[config.mk]
export PLATFORM = sky130hd
export DESIGN_NAME = mem_stage
export DESIGN_NICKNAME = d
export VERILOG_FILES = /design/src/rtl/mem_stage.sv
export SDC_FILE = /design/constraint.sdc
export NUM_CORES = 1
export LEC_CHECK = 0
export CORE_ASPECT_RATIO = 1.1
export CORE_MARGIN = 2
export CORE_UTILIZATION = 36
export CTS_BUF_LIST = sky130_fd_sc_hd__clkbuf_2 sky130_fd_sc_hd__clkbuf_4 sky130_fd_sc_hd__clkbuf_8
export DETAILED_ROUTE_END_ITERATION = 12
export PLACE_DENSITY = 0.81
export SETUP_SLACK_MARGIN = 0.05
export SYNTH_ARGS = -nofsm -noshare
export SYNTH_HDL_FRONTEND = slang
export SYNTH_SLANG_ARGS = --single-unit
[constraint.sdc]
create_clock -name clk -period 1.9 [get_ports clk]
set_clock_uncertainty 0.15 [all_clocks]
set_input_delay 0.285 -clock clk [delete_from_list [all_inputs] [get_ports clk]]
set_output_delay 0.285 -clock clk [all_outputs]
set_load 0.005 [all_outputs]
[src/rtl/mem_stage.sv]
// mem_stage
// Memory-access stage sitting behind the dc pipeline register. Issues loads
// and stores on a request/response data-SRAM interface, aligns and extends
// load data, and registers the writeback bundle for the wb stage.
//
// Ports:
//   clk, rst            clock, synchronous active-high reset
//   flush               pipeline flush
//   stall[9:0]          stall vector; bit 7 = this stage, bit 8 = next stage (1 = stop)
//   dc_to_mem_bus       {valid, pc, ld_en, st_en, size, sign, rf_we, rf_waddr,
//                        addr_or_result, store_data}
//   data_req/wr/size/addr/wstrb/wdata   request side of the memory interface
//   data_addr_ok/data_ok/rdata          accept / response side
//   stallreq_mem        asks the pipeline to hold while a transaction is open
//   mem_to_wb_bus       {valid, pc, rf_we, rf_waddr, wdata}
//
// FSM states:
//   state   | meaning
//   IDLE    | no transaction outstanding; request driven for a pending op
//   WAIT    | request accepted, waiting for the response
//   DONE    | response captured in the buffer, held while this stage is stopped
//   DRAIN   | flushed while waiting; the late response is swallowed
module mem_stage #(
  parameter int DC_TO_MEM_WD = 108,
  parameter int MEM_TO_WB_WD = 71
) (
  input  logic                    clk,
  input  logic                    rst,
  input  logic                    flush,
  input  logic [9:0]              stall,
  input  logic [DC_TO_MEM_WD-1:0] dc_to_mem_bus,
  output logic                    data_req,
  output logic                    data_wr,
  output logic [1:0]              data_size,
  output logic [31:0]             data_addr,
  output logic [3:0]              data_wstrb,
  output logic [31:0]             data_wdata,
  input  logic                    data_addr_ok,
  input  logic                    data_data_ok,
  input  logic [31:0]             data_rdata,
  output logic                    stallreq_mem,
  output logic [MEM_TO_WB_WD-1:0] mem_to_wb_bus
);

  typedef enum logic [1:0] {
    S_IDLE  = 2'd0,
    S_WAIT  = 2'd1,
    S_DONE  = 2'd2,
    S_DRAIN = 2'd3
  } state_t;

  state_t                  r_state;
  logic [31:0]             r_rdata_buf;
  logic [MEM_TO_WB_WD-1:0] r_wb;

  logic        w_valid;
  logic [31:0] w_pc;
  logic        w_ld_en;
  logic        w_st_en;
  logic [1:0]  w_size;
  logic        w_sign;
  logic        w_rf_we;
  logic [4:0]  w_rf_waddr;
  logic [31:0] w_addr;
  logic [31:0] w_sd;

  assign w_valid    = dc_to_mem_bus[107];
  assign w_pc       = dc_to_mem_bus[106:75];
  assign w_ld_en    = dc_to_mem_bus[74];
  assign w_st_en    = dc_to_mem_bus[73];
  assign w_size     = dc_to_mem_bus[72:71];
  assign w_sign     = dc_to_mem_bus[70];
  assign w_rf_we    = dc_to_mem_bus[69];
  assign w_rf_waddr = dc_to_mem_bus[68:64];
  assign w_addr     = dc_to_mem_bus[63:32];
  assign w_sd       = dc_to_mem_bus[31:0];

  // Only the two stall bits belonging to this stage and the next are used.
  logic w_unused;
  assign w_unused = ^{stall[9], stall[6:0]};

  logic w_op;
  logic w_resp;
  logic w_stop;
  logic w_next_stop;

  assign w_op        = w_valid & (w_ld_en | w_st_en);
  assign w_resp      = (r_state == S_WAIT) & data_data_ok;
  assign w_stop      = stall[7];
  assign w_next_stop = stall[8];

  // Request is combinational from the held upstream register, so every
  // data_* field stays stable for as long as addr_ok is withheld.
  assign data_req     = ~rst & (r_state == S_IDLE) & w_op & ~flush;
  assign stallreq_mem = ~rst & w_op & ~flush & ~w_resp & (r_state != S_DONE);

  // Store formatting
  logic [3:0]  w_st_strb;
  logic [31:0] w_st_data;

  always_comb begin
    w_st_strb = 4'b1111;
    w_st_data = w_sd;
    case (w_size)
      2'd0: begin
        w_st_strb = 4'b0001 << w_addr[1:0];
        w_st_data = {4{w_sd[7:0]}};
      end
      2'd1: begin
        w_st_strb = 4'b0011 << {w_addr[1], 1'b0};
        w_st_data = {2{w_sd[15:0]}};
      end
      default: begin
        w_st_strb = 4'b1111;
        w_st_data = w_sd;
      end
    endcase
  end

  assign data_wr    = w_st_en;
  assign data_size  = w_size;
  assign data_addr  = w_addr;
  assign data_wstrb = w_st_en ? w_st_strb : 4'b0000;
  assign data_wdata = w_st_data;

  // Load alignment: live response on the data_ok cycle, buffer otherwise.
  logic [31:0] w_ld_src;
  logic [31:0] w_byte_sh;
  logic [7:0]  w_byte;
  logic [15:0] w_half;
  logic [31:0] w_ld_data;

  assign w_ld_src  = w_resp ? data_rdata : r_rdata_buf;
  assign w_byte_sh = w_ld_src >> {w_addr[1:0], 3'b000};
  assign w_byte    = w_byte_sh[7:0];
  assign w_half    = w_addr[1] ? w_ld_src[31:16] : w_ld_src[15:0];

  always_comb begin
    w_ld_data = w_ld_src;
    case (w_size)
      2'd0:    w_ld_data = {{24{w_sign & w_byte[7]}}, w_byte};
      2'd1:    w_ld_data = {{16{w_sign & w_half[15]}}, w_half};
      default: w_ld_data = w_ld_src;
    endcase
  end

  // An op still waiting on memory presents as a bubble (stallreq is high).
  logic                    w_new_valid;
  logic [31:0]             w_wb_data;
  logic [MEM_TO_WB_WD-1:0] w_wb_next;

  assign w_new_valid = w_valid & ~stallreq_mem;
  assign w_wb_data   = w_ld_en ? w_ld_data : w_addr;
  assign w_wb_next   = {w_new_valid, w_pc, w_rf_we, w_rf_waddr, w_wb_data};

  always_ff @(posedge clk) begin
    if (rst) begin
      r_state     <= S_IDLE;
      r_rdata_buf <= '0;
    end else begin
      case (r_state)
        S_IDLE: begin
          if (data_req & data_addr_ok) r_state <= S_WAIT;
        end
        S_WAIT: begin
          if (data_data_ok) begin
            r_rdata_buf <= data_rdata;
            if (!flush && w_stop) r_state <= S_DONE;
            else                  r_state <= S_IDLE;
          end else if (flush) begin
            r_state <= S_DRAIN;
          end
        end
        S_DONE: begin
          if (flush || !w_stop) r_state <= S_IDLE;
        end
        S_DRAIN: begin
          if (data_data_ok) r_state <= S_IDLE;
        end
        default: r_state <= S_IDLE;
      endcase
    end
  end

  always_ff @(posedge clk) begin
    if (rst)                       r_wb <= '0;
    else if (flush)                r_wb <= '0;
    else if (w_stop & ~w_next_stop) r_wb <= '0;
    else if (!w_stop)              r_wb <= w_wb_next;
  end

  assign mem_to_wb_bus = r_wb;

endmodule
==> results of run 1 <==
sequential cells by signal, summed over array words and instances (netlist names):
name / count
mem_to_wb_bus: 71
r_rdata_buf: 32
r_state: 2
layer usage:
layer  global-route usage  part of all wire  up-vias  wire [um]
met2                0.430              0.51      252      10200
met3               0.0560             0.077       38       1540
met5                    0                 0        -          0
met1                0.285              0.39     2694       7770
met4               0.0908             0.025        0        492
li1                     -                 -     2740          -
through the flow:
stage / setup slack, ps / power, mW / TNS, ps / hold slack (ps)
2_1_floorplan: -22.4 / 2.75 / -170 / 275
3_3_place_gp: -647 / 3.49 / -28180 / 287
3_5_place_dp: -742 / 3.50 / -31490 / 292
4_1_cts: -129 / 4.97 / -2520 / 297
5_1_grt: -245 / 5.19 / -5510 / 320
6_report: -163 / 5.01 / -3190 / 297
cells by family after synthesis:
logic type	synth area share
simple gates	0.123
flops	0.394
buf+inv	0.106
compound gates	0.179
mux	0.199
placed cells by master, fill, tap and decap left out, types with 3 or more instances in the layout:
| cell | netlist | final |
|---|---|---|
| o221ai_1 | 18 | 18 |
| clkbuf_8 | 0 | 9 |
| buf_12 | 0 | 12 |
| o22ai_1 | 15 | 13 |
| nor2_1 | 79 | 75 |
| inv_1 | 12 | 12 |
| nand2_1 | 35 | 35 |
| nor2_2 | 0 | 3 |
| buf_6 | 2 | 9 |
| dlygate4sd2_1 | 0 | 31 |
| clkdlybuf4s50_1 | 0 | 249 |
| buf_4 | 45 | 94 |
| o21ai_1 | 11 | 20 |
| mux2i_1 | 83 | 61 |
| dlymetal6s2s_1 | 0 | 4 |
| mux2_2 | 17 | 17 |
| a21oi_1 | 13 | 12 |
| mux2i_4 | 0 | 11 |
| dfxtp_1 | 105 | 104 |
| a211oi_2 | 0 | 10 |
| mux2i_2 | 1 | 12 |
| a2111oi_1 | 0 | 4 |
| o21ai_0 | 21 | 9 |
| nand2b_1 | 5 | 5 |
| o22a_1 | 7 | 7 |
| nor2b_1 | 21 | 20 |
| a2111oi_2 | 0 | 11 |
| buf_2 | 3 | 3 |
| a211oi_1 | 13 | 3 |
final cells by class:
| type | count | share of cell area |
|---|---|---|
| clock buffer | 9 | 0.0128 |
| clock inverter | 7 | 0.00804 |
| inverter | 14 | 0.00545 |
| multi-input combinational | 385 | 0.321 |
| sequential | 105 | 0.218 |
| tap | 192 | 0.0249 |
| timing repair buffer | 406 | 0.409 |
repair_timing:
action	CTS	global route
pin swaps	16	13
hold buffers	0	0
endpoints found under the setup margin	67	39
gates resized for setup	114	51
setup buffers	8	6
gates cloned	1	0
power breakdown:
part	internal [mW]	total (mW)	switching, mW
combinational	0.755	1.25	0.496
sequential	2.25	2.27	0.0263
clock	0.624	1.49	0.861
total	3.63	5.01	1.38
worst max-delay path: cells and delay by family, from the launching register on:
family / cells / cell delay [ps]
mux: 1 / 240
compound gates: 3 / 630
simple gates: 1 / 120
flops: 1 / 340
buf+inv: 3 / 470
cell usage after synthesis (2+ instances only):
library cell	count	area share
inv_1	12	0.0085
buf_6	2	0.0042
o22ai_1	15	0.018
nor2b_1	21	0.025
o221ai_1	18	0.030
nand2b_1	5	0.0059
a2111oi_0	17	0.028
o211ai_1	2	0.0028
buf_1	4	0.0028
o21ai_1	11	0.010
a21oi_1	13	0.012
a32oi_1	3	0.0049
mux2i_1	83	0.16
a31oi_1	3	0.0035
nor2_1	79	0.056
o22a_1	7	0.012
nor3_1	4	0.0038
clkbuf_1	32	0.023
nand2_1	35	0.025
o32ai_1	3	0.0049
a211oi_1	13	0.018
o21ai_0	21	0.020
buf_2	3	0.0028
o21a_1	2	0.0028
mux2_2	17	0.036
buf_4	45	0.063
dfxtp_1	105	0.39
final timing paths:
path                     start           endpoint  slack [ps]  depth (start not counted)
min               data_addr_ok         r_state[0]         300                          3
max reg2reg         r_state[1]  mem_to_wb_bus[22]        -160                          8
min reg2reg  mem_to_wb_bus[17]  mem_to_wb_bus[17]         300                          2
max                 r_state[1]  mem_to_wb_bus[22]        -160                          8
==> out/results.ini, run 1 <==
[timing]
post-route-min-period_ps = 2060
hold_viol = 0
worst_pin_slew_ps = 746
drv_slew = 0
rsz0062_at_grt = true
setup_viol = 32
setup_slack_ps = -163
relSlewSlack = 0.501
max_freq_mhz = 485
fin_crit_sh = 1.09

[setup_path]
critPathLaunchType = flop
required_ps = 2030
criticalPathCategory = flop to flop
crit_chain = nand3b_1 -> buf_6 -> buf_6 -> mux2i_4 -> a22oi_2 -> buf_12 -> a2111oi_1 -> o21ai_1
end_kind = flop
worstPathMaxFanout = 18
crit_top_cell = buf_6
crit_arrival_ps = 2200
crit_path_max_incr_delay_ps = 410
cp_slowest_cell = a2111oi_1

[routing]
drcViolationCount = 0
vias = 5724
routedWlPerCell_um = 17.9
wl_mm = 20.0
postRouteAntennaNets = 0
drtIter0Drc = 296
drt-pass1-iter-count = 5
viasPerCell = 5.12

[clock_tree]
clk_latency_ps = 390
cts-root-buf = clkbuf_8
cts_inserted_buffers = 9
cts_max_level = 3
tritoncts = done
clkTransAtPathRegs_ps = 110
clockBufferDepth = 2
cts_num_sinks = 105

[logic_synthesis]
synth_edf_count = 0
ys.flop_type = dfxtp_1
syn_nets = 745
async_flop_share = 0
synth.distinct_cells = 42
syn_inst = 590
yosysWarnings = 0
ys_ff_latch = 105
seq_area_frac_synth = 0.394
synth_area_um2 = 5330
avgSynthCellArea_um2 = 9.03

[global_routing]
grt_pass1_wl_mm = 30.7
grt.overflow.total = 0
antenna_found_initial = 0
grt_usage = 0.244
grt_max_degree = 48
grt_pass1_vias = 5812

[pwr]
peakVddDrop_mv = 0.443
powerDensity_nw_per_um2 = 519
p_leak_nw = 3.87

[final_layout]
syn2layout_area_growth_pct = 81.0
antennaDiodeCount = 0
final-seq-area_um2 = 2100
design_area_um2 = 9650
drive_gt1_frac = 0.240
utilization = 0.668
multi_input_area_um2 = 3100
nFillCells = 1142
num-nets-final = 1076
stdcell_count = 1118

[floorplan]
die_height_um = 132
boundaryPins = 299
initial_core_util = 0.369
row_count = 46
dieArea_um2 = 15800
coreArea_um2 = 14400
die_w_um = 120

[placement]
dp_cells = 1087
dpl_cell_area_um2 = 8870
place.gp.congestion = 0.916
dp_hpwl_mm = 15.1
portBuffers = 290

[job]
max_cap_viol_count = 0

[outcome]
violations = negative setup slack
status = complete, but fails checks

[worst_hold_path]
hold_path.class = input port to flop

(Power assumes the default switching activity.)
==> inputs of run 2 (changes only) <==
Settings changed: CORE_ASPECT_RATIO 1.1 to 1.75.
==> run 2 against run 1 <==
Against the previous run: the flow still finishes with violations (negative setup slack); utilization is 0.43 points lower; fmax shrank 5.4%; non-clock buffer count unchanged; combinational power about the same; flip-flop and latch count did not move; total power fell by 0.65%; register-to-register slack worse by 120 ps; final cell count decreased by 1.2%; sequential share of layout area up 0.15 points; critical path type unchanged; critical endpoint is now mem_to_wb_bus[17].
==> out/results.ini, run 2 (synthesis gave the netlist of run 1 again) <==
[outcome]
status = complete, but fails checks  ; unchanged
violations = negative setup slack  ; unchanged

[setup_path]
worstPathMaxFanout = 12  ; was 18
crit_arrival_ps = 2300  ; was 2200 ps
cp_top_family = compound AO/OA/AOI/OAI gates  ; unchanged
end_kind = flop  ; unchanged
crit_path_max_incr_delay_ps = 450  ; was 410 ps
required_ps = 2010  ; was 2030 ps
crit_chain = nand3b_1 -> buf_12 -> buf_4 -> buf_16 -> mux2i_1 -> nor2b_1 -> a2111oi_0 -> o21ai_0  ; was nand3b_1 -> buf_6 -> buf_6 -> mux2i_4 -> a22oi_2 -> buf_12 -> a2111oi_1 -> o21ai_1
path_buf_inv = 3  ; unchanged
cp_slowest_cell = a2111oi_0  ; was a2111oi_1
critPathLaunchType = flop  ; unchanged
criticalPathCategory = flop to flop  ; unchanged

[routing]
viasPerCell = 5.21  ; was 5.12
postRouteAntennaNets = 0  ; unchanged
wl_mm = 20.6  ; was 20.0 mm
drt-pass1-iter-count = 5  ; unchanged
vias = 5755  ; was 5724
drtIter0Drc = 381  ; was 296
routedWlPerCell_um = 18.6  ; was 17.9 um
drcViolationCount = 0  ; unchanged

[clock_tree]
clk_latency_ps = 380  ; was 390 ps
cts_num_sinks = 105  ; unchanged
clockBufferDepth = 2  ; unchanged
clkTransAtPathRegs_ps = 110  ; about the same
cts-root-buf = clkbuf_8  ; unchanged
cts_max_level = 3  ; unchanged
cts_hold_buf = 0  ; unchanged
tritoncts = done  ; unchanged
cts_inserted_buffers = 9  ; unchanged

[global_routing]
grt_pass1_wl_mm = 30.0  ; was 30.7 mm
grt_pass1_vias = 5722  ; was 5812
grt.overflow.total = 0  ; unchanged
antenna_found_initial = 0  ; unchanged
grt_max_degree = 48  ; unchanged
grt_usage = 0.247  ; was 0.244

[final_layout]
drive_gt1_frac = 0.225  ; was 0.240
mostFrequentLayoutCells = clkdlybuf4s50_1, dfxtp_1, buf_4  ; unchanged
antennaDiodeCount = 0  ; unchanged
syn2layout_area_growth_pct = 79.8  ; was 81.0%
largest_reg_flops = 71  ; unchanged
num-nets-final = 1076  ; unchanged
stdcell_count = 1105  ; was 1118
design_area_um2 = 9580  ; was 9650 um^2
layout_commonest_cell = clkdlybuf4s50_1  ; unchanged

[job]
max_cap_viol_count = 0  ; unchanged

[timing]
worst_pin_slew_ps = 664  ; was 746 ps
setup_slack_ps = -281  ; was -163 ps
fin_crit_sh = 1.15  ; was 1.09
setup_viol = 31  ; was 32
hold_viol = 0  ; unchanged
rsz0062_at_grt = true  ; unchanged
post-route-min-period_ps = 2180  ; was 2060 ps
relSlewSlack = 0.556  ; was 0.501
drv_slew = 0  ; unchanged
max_freq_mhz = 458  ; was 485 MHz

[worst_hold_path]
hold_path.class = input port to flop  ; unchanged

[placement]
dp_cells = 1071  ; was 1087
dp_hpwl_mm = 15.0  ; was 15.1 mm
place.gp.congestion = 0.881  ; was 0.916
portBuffers = 290  ; unchanged
dpl_cell_area_um2 = 8850  ; was 8870 um^2

[pwr]
total_power_mw = 4.98  ; was 5.01 mW
powerDensity_nw_per_um2 = 520  ; was 519 nW/um^2
p_leak_nw = 3.91  ; was 3.87 nW
peakVddDrop_mv = 0.378  ; was 0.443 mV

[floorplan]
dieArea_um2 = 15800  ; about the same
boundaryPins = 299  ; unchanged
coreArea_um2 = 14400  ; about the same
die_height_um = 165  ; was 132 um
row_count = 58  ; was 46
initial_core_util = 0.369  ; about the same
die_w_um = 96.0  ; was 120 um

-- run 2: cell types whose count changed in the layout (fill, tap and decap cells not counted), sizes merged --
cell,previous run,this run
clkdlybuf4s15,1,3
clkbuf,9,12
buf,120,118
clkinv,5,3
clkinvlp,0,1
dlygate4sd2,31,29
clkdlybuf4s50,249,245
dlymetal6s2s,4,8
inv,15,14
-- run 2: final timing paths --
| path | slack, ps | from | depth (start not counted) | end |
|---|---|---|---|---|
| setup / recovery | -280 | r_state[1] | 8 | mem_to_wb_bus[17] |
| hold / removal | 110 | dc_to_mem_bus[107] | 3 | mem_to_wb_bus[70] |
| setup reg to reg | -280 | r_state[1] | 8 | mem_to_wb_bus[17] |
| hold reg to reg | 300 | mem_to_wb_bus[7] | 2 | mem_to_wb_bus[7] |
-- run 2: metal layers --
layer  global-route usage  vias up  share of wire
met3               0.0474       43          0.064
met1                0.279     2720           0.38
li1                     -     2743              -
met4                0.103        0          0.033
met5                    0        -              0
met2                0.441      249           0.53
-- run 2: worst register-to-register path, delay by kind of cell (launching register included) --
| kind | cells | cell delay [ps] |
|---|---|---|
| mux | 1 | 210 |
| simple gates | 2 | 290 |
| flops | 1 | 330 |
| buf+inv | 3 | 500 |
| compound gates | 2 | 600 |
-- run 2: area by class of cell --
| type | count | area [um^2] |
|---|---|---|
| flip-flops and latches | 105 | 2100 |
| clock buffers | 10 | 138 |
| multi-input cells | 385 | 3020 |
| fillers | 1129 | 4860 |
| well taps | 180 | 225 |
| clock inverters | 5 | 63.8 |
| inverters | 14 | 52.6 |
| repair buffers | 406 | 3980 |
-- run 2: repair_timing --
action                                  CTS  global route
gates resized for setup                  93            55
gates cloned                              3             1
buffers inserted                         11             4
pin swaps                                11            10
endpoints found under the setup margin   68            40
-- run 2: report_power, final --
group,switching (mW),internal [mW],leakage [nW]
combinational,0.493,0.753,2.96
clock,0.810,0.648,0.0989
sequential,0.0256,2.25,0.851
total,1.33,3.65,3.91
-- run 2: metrics by stage --
step | setup slack, ps | util | hold slack [ps] | TNS (ps)
global route | -343 | 0.663 | 133 | -7150
global placement | -583 | 0.613 | 282 | -26750
CTS | -179 | 0.646 | 297 | -3920
detailed placement | -596 | 0.613 | 291 | -28880
floorplan | -22.4 | - | 275 | -170
finish | -281 | 0.663 | 108 | -4740
==> inputs of run 3 (changes only) <==
Settings changed: CORE_ASPECT_RATIO 1.75 to 2, RECOVER_POWER set to 100.
==> run 3 against run 2 <==
Against the previous run: the run still ends with negative setup slack left; combinational power about the same; clock power fell by 7%; fmax shrank 6.4%; flip-flop and latch count stayed put; global-route usage up 1.4 points; largest power group unchanged.
==> out/results.ini, run 3 (synthesis gave the netlist of run 1 again) <==
[routing]
routedWlPerCell_um = 19.2  ; was 18.6 um
wl_mm = 21.9  ; was 20.6 mm
drt-pass1-iter-count = 5  ; unchanged
drtIter0Drc = 305  ; was 381
drcViolationCount = 0  ; unchanged
postRouteAntennaNets = 0  ; unchanged
vias = 5956  ; was 5755
viasPerCell = 5.23  ; was 5.21

[clock_tree]
cts-root-buf = clkbuf_8  ; unchanged
clkTransAtPathRegs_ps = 110  ; about the same
clockBufferDepth = 2  ; unchanged
cts_hold_buf = 0  ; unchanged
clk_latency_ps = 380  ; about the same
cts_inserted_buffers = 9  ; unchanged
cts_max_level = 3  ; unchanged
cts_num_sinks = 105  ; unchanged
tritoncts = done  ; unchanged

[setup_path]
crit_path_max_incr_delay_ps = 500  ; was 450 ps
cp_slowest_cell = a2111oi_0  ; unchanged
required_ps = 1990  ; was 2010 ps
worstRegToRegCells = 7  ; was 8
end_kind = flop  ; unchanged
critPathLaunchType = flop  ; unchanged
crit_arrival_ps = 2420  ; was 2300 ps
reg2reg_to = mem_to_wb_bus[19]  ; was mem_to_wb_bus[17]
worstPathMaxFanout = 11  ; was 12
crit_chain = nand3b_1 -> buf_12 -> mux4_2 -> nor3b_4 -> buf_6 -> a2111oi_0 -> o21ai_0  ; was nand3b_1 -> buf_12 -> buf_4 -> buf_16 -> mux2i_1 -> nor2b_1 -> a2111oi_0 -> o21ai_0
r2r-start = r_state[1]  ; unchanged
rrSetupSlack_ps = -430  ; was -280 ps
criticalPathCategory = flop to flop  ; unchanged

[outcome]
violations = negative setup slack  ; unchanged
status = complete, but fails checks  ; unchanged

[pwr]
total_power_mw = 4.91  ; was 4.98 mW
p_leak_nw = 3.95  ; was 3.91 nW
peakVddDrop_mv = 0.416  ; was 0.378 mV
powerDensity_nw_per_um2 = 515  ; was 520 nW/um^2

[timing]
relSlewSlack = 0.530  ; was 0.556
post-route-min-period_ps = 2330  ; was 2180 ps
hold_ws_ps = 115  ; was 108 ps
worst_pin_slew_ps = 703  ; was 664 ps
setup_viol = 32  ; was 31
max_freq_mhz = 429  ; was 458 MHz
drv_slew = 0  ; unchanged
fin_crit_sh = 1.23  ; was 1.15
hold_viol = 0  ; unchanged
rsz0062_at_grt = true  ; unchanged
setup_slack_ps = -431  ; was -281 ps

[job]
max_cap_viol_count = 0  ; unchanged

[final_layout]
nFillCells = 1172  ; was 1129
mostFrequentLayoutCells = clkdlybuf4s50_1, buf_4, dfxtp_1  ; was clkdlybuf4s50_1, dfxtp_1, buf_4
layout_commonest_cell = clkdlybuf4s50_1  ; unchanged
largest_reg_flops = 71  ; unchanged
utilization = 0.650  ; was 0.663
syn2layout_area_growth_pct = 78.9  ; was 79.8%
num-nets-final = 1093  ; was 1076
drive_gt1_frac = 0.236  ; was 0.225

[floorplan]
dieArea_um2 = 15900  ; was 15800 um^2
boundaryPins = 299  ; unchanged
row_count = 63  ; was 58
coreArea_um2 = 14700  ; was 14400 um^2
die_w_um = 90.0  ; was 96.0 um
die_height_um = 176  ; was 165 um
initial_core_util = 0.364  ; was 0.369

[worst_hold_path]
hold_path.class = input port to flop  ; unchanged
holdPathEnd = mem_to_wb_bus[70]  ; unchanged
hold_start = dc_to_mem_bus[107]  ; unchanged
hold-path-cell-count = 3  ; unchanged

[global_routing]
grt_pass1_wl_mm = 32.6  ; was 30.0 mm
antenna_found_initial = 2  ; was 0
grt.overflow.total = 0  ; unchanged
grt_util_met1 = 0.277  ; was 0.279
grt.met2_usage = 0.481  ; was 0.441
grt_max_degree = 36  ; was 48
grt_pass1_vias = 5926  ; was 5722
grt.busiest_layer = met2  ; unchanged
grt_usage = 0.261  ; was 0.247
grt.met3_usage = 0.0696  ; was 0.0474

[placement]
portBuffers = 290  ; unchanged
dp_hpwl_mm = 16.8  ; was 15.0 mm
place.gp.congestion = 0.930  ; was 0.881

[run 3: layout make-up]
type | instances | area, um^2 | share of cell area
Antenna cell | 1 | 2.50 | 0.000262
Clock buffer | 9 | 124 | 0.0130
Clock inverter | 7 | 61.3 | 0.00643
Inverter | 14 | 57.6 | 0.00604
Multi-Input combinational cell | 385 | 2960 | 0.310
Sequential cell | 105 | 2100 | 0.221
Tap cell | 195 | 244 | 0.0256
Timing Repair Buffer | 423 | 3980 | 0.418
[run 3: worst max-delay path by stage]
stage            startpoint                end  slack, ps  cells past startpoint
4_1_cts          r_state[1]       stallreq_mem       -190                      6
2_1_floorplan    r_state[1]  mem_to_wb_bus[24]        -20                      7
3_5_place_dp   data_data_ok  mem_to_wb_bus[16]       -750                      7
5_1_grt          r_state[1]  mem_to_wb_bus[19]       -520                      7
6_report         r_state[1]  mem_to_wb_bus[19]       -430                      7
3_3_place_gp   data_data_ok  mem_to_wb_bus[17]       -710                      7
[run 3: where the power goes]
group          leakage [nW]  internal [mW]  switching [mW]
Sequential            0.851           2.25          0.0268
Clock                0.0936          0.503           0.856
Combinational          3.00          0.758           0.514
Total                  3.95           3.51            1.40
[run 3: worst max-delay path, delay by kind of cell, from the launching register on]
| kind | cells | cell delay, ps |
|---|---|---|
| buffers and inverters | 2 | 330 |
| flip-flops | 1 | 330 |
| AO/OA/AOI/OAI | 2 | 730 |
| AND/OR/NAND/NOR | 2 | 270 |
| multiplexers | 1 | 380 |
[run 3: metrics by stage]
| step | cell area [um^2] | TNS [ps] | instances | worst slack (ps) |
|---|---|---|---|---|
| floorplan | 5370 | -170 | 590 | -22.4 |
| global placement | 8920 | -31060 | 1103 | -711 |
| detailed placement | 8920 | -34400 | 1103 | -754 |
| CTS | 9370 | -3870 | 1134 | -191 |
| global route | 9530 | -7570 | 1139 | -523 |
| finish | 9530 | -5390 | 1139 | -431 |
[run 3: timing repair]
item,CTS,global route
pin swaps,9,7
endpoints found under the setup margin,67,46
resized for setup,109,44
setup buffers,15,4
[run 3: per-layer routing]
layer,vias up,routed length (um)
met4,2,822
li1,2776,-
met1,2761,7770
met5,-,7
met2,374,11300
met3,43,2020
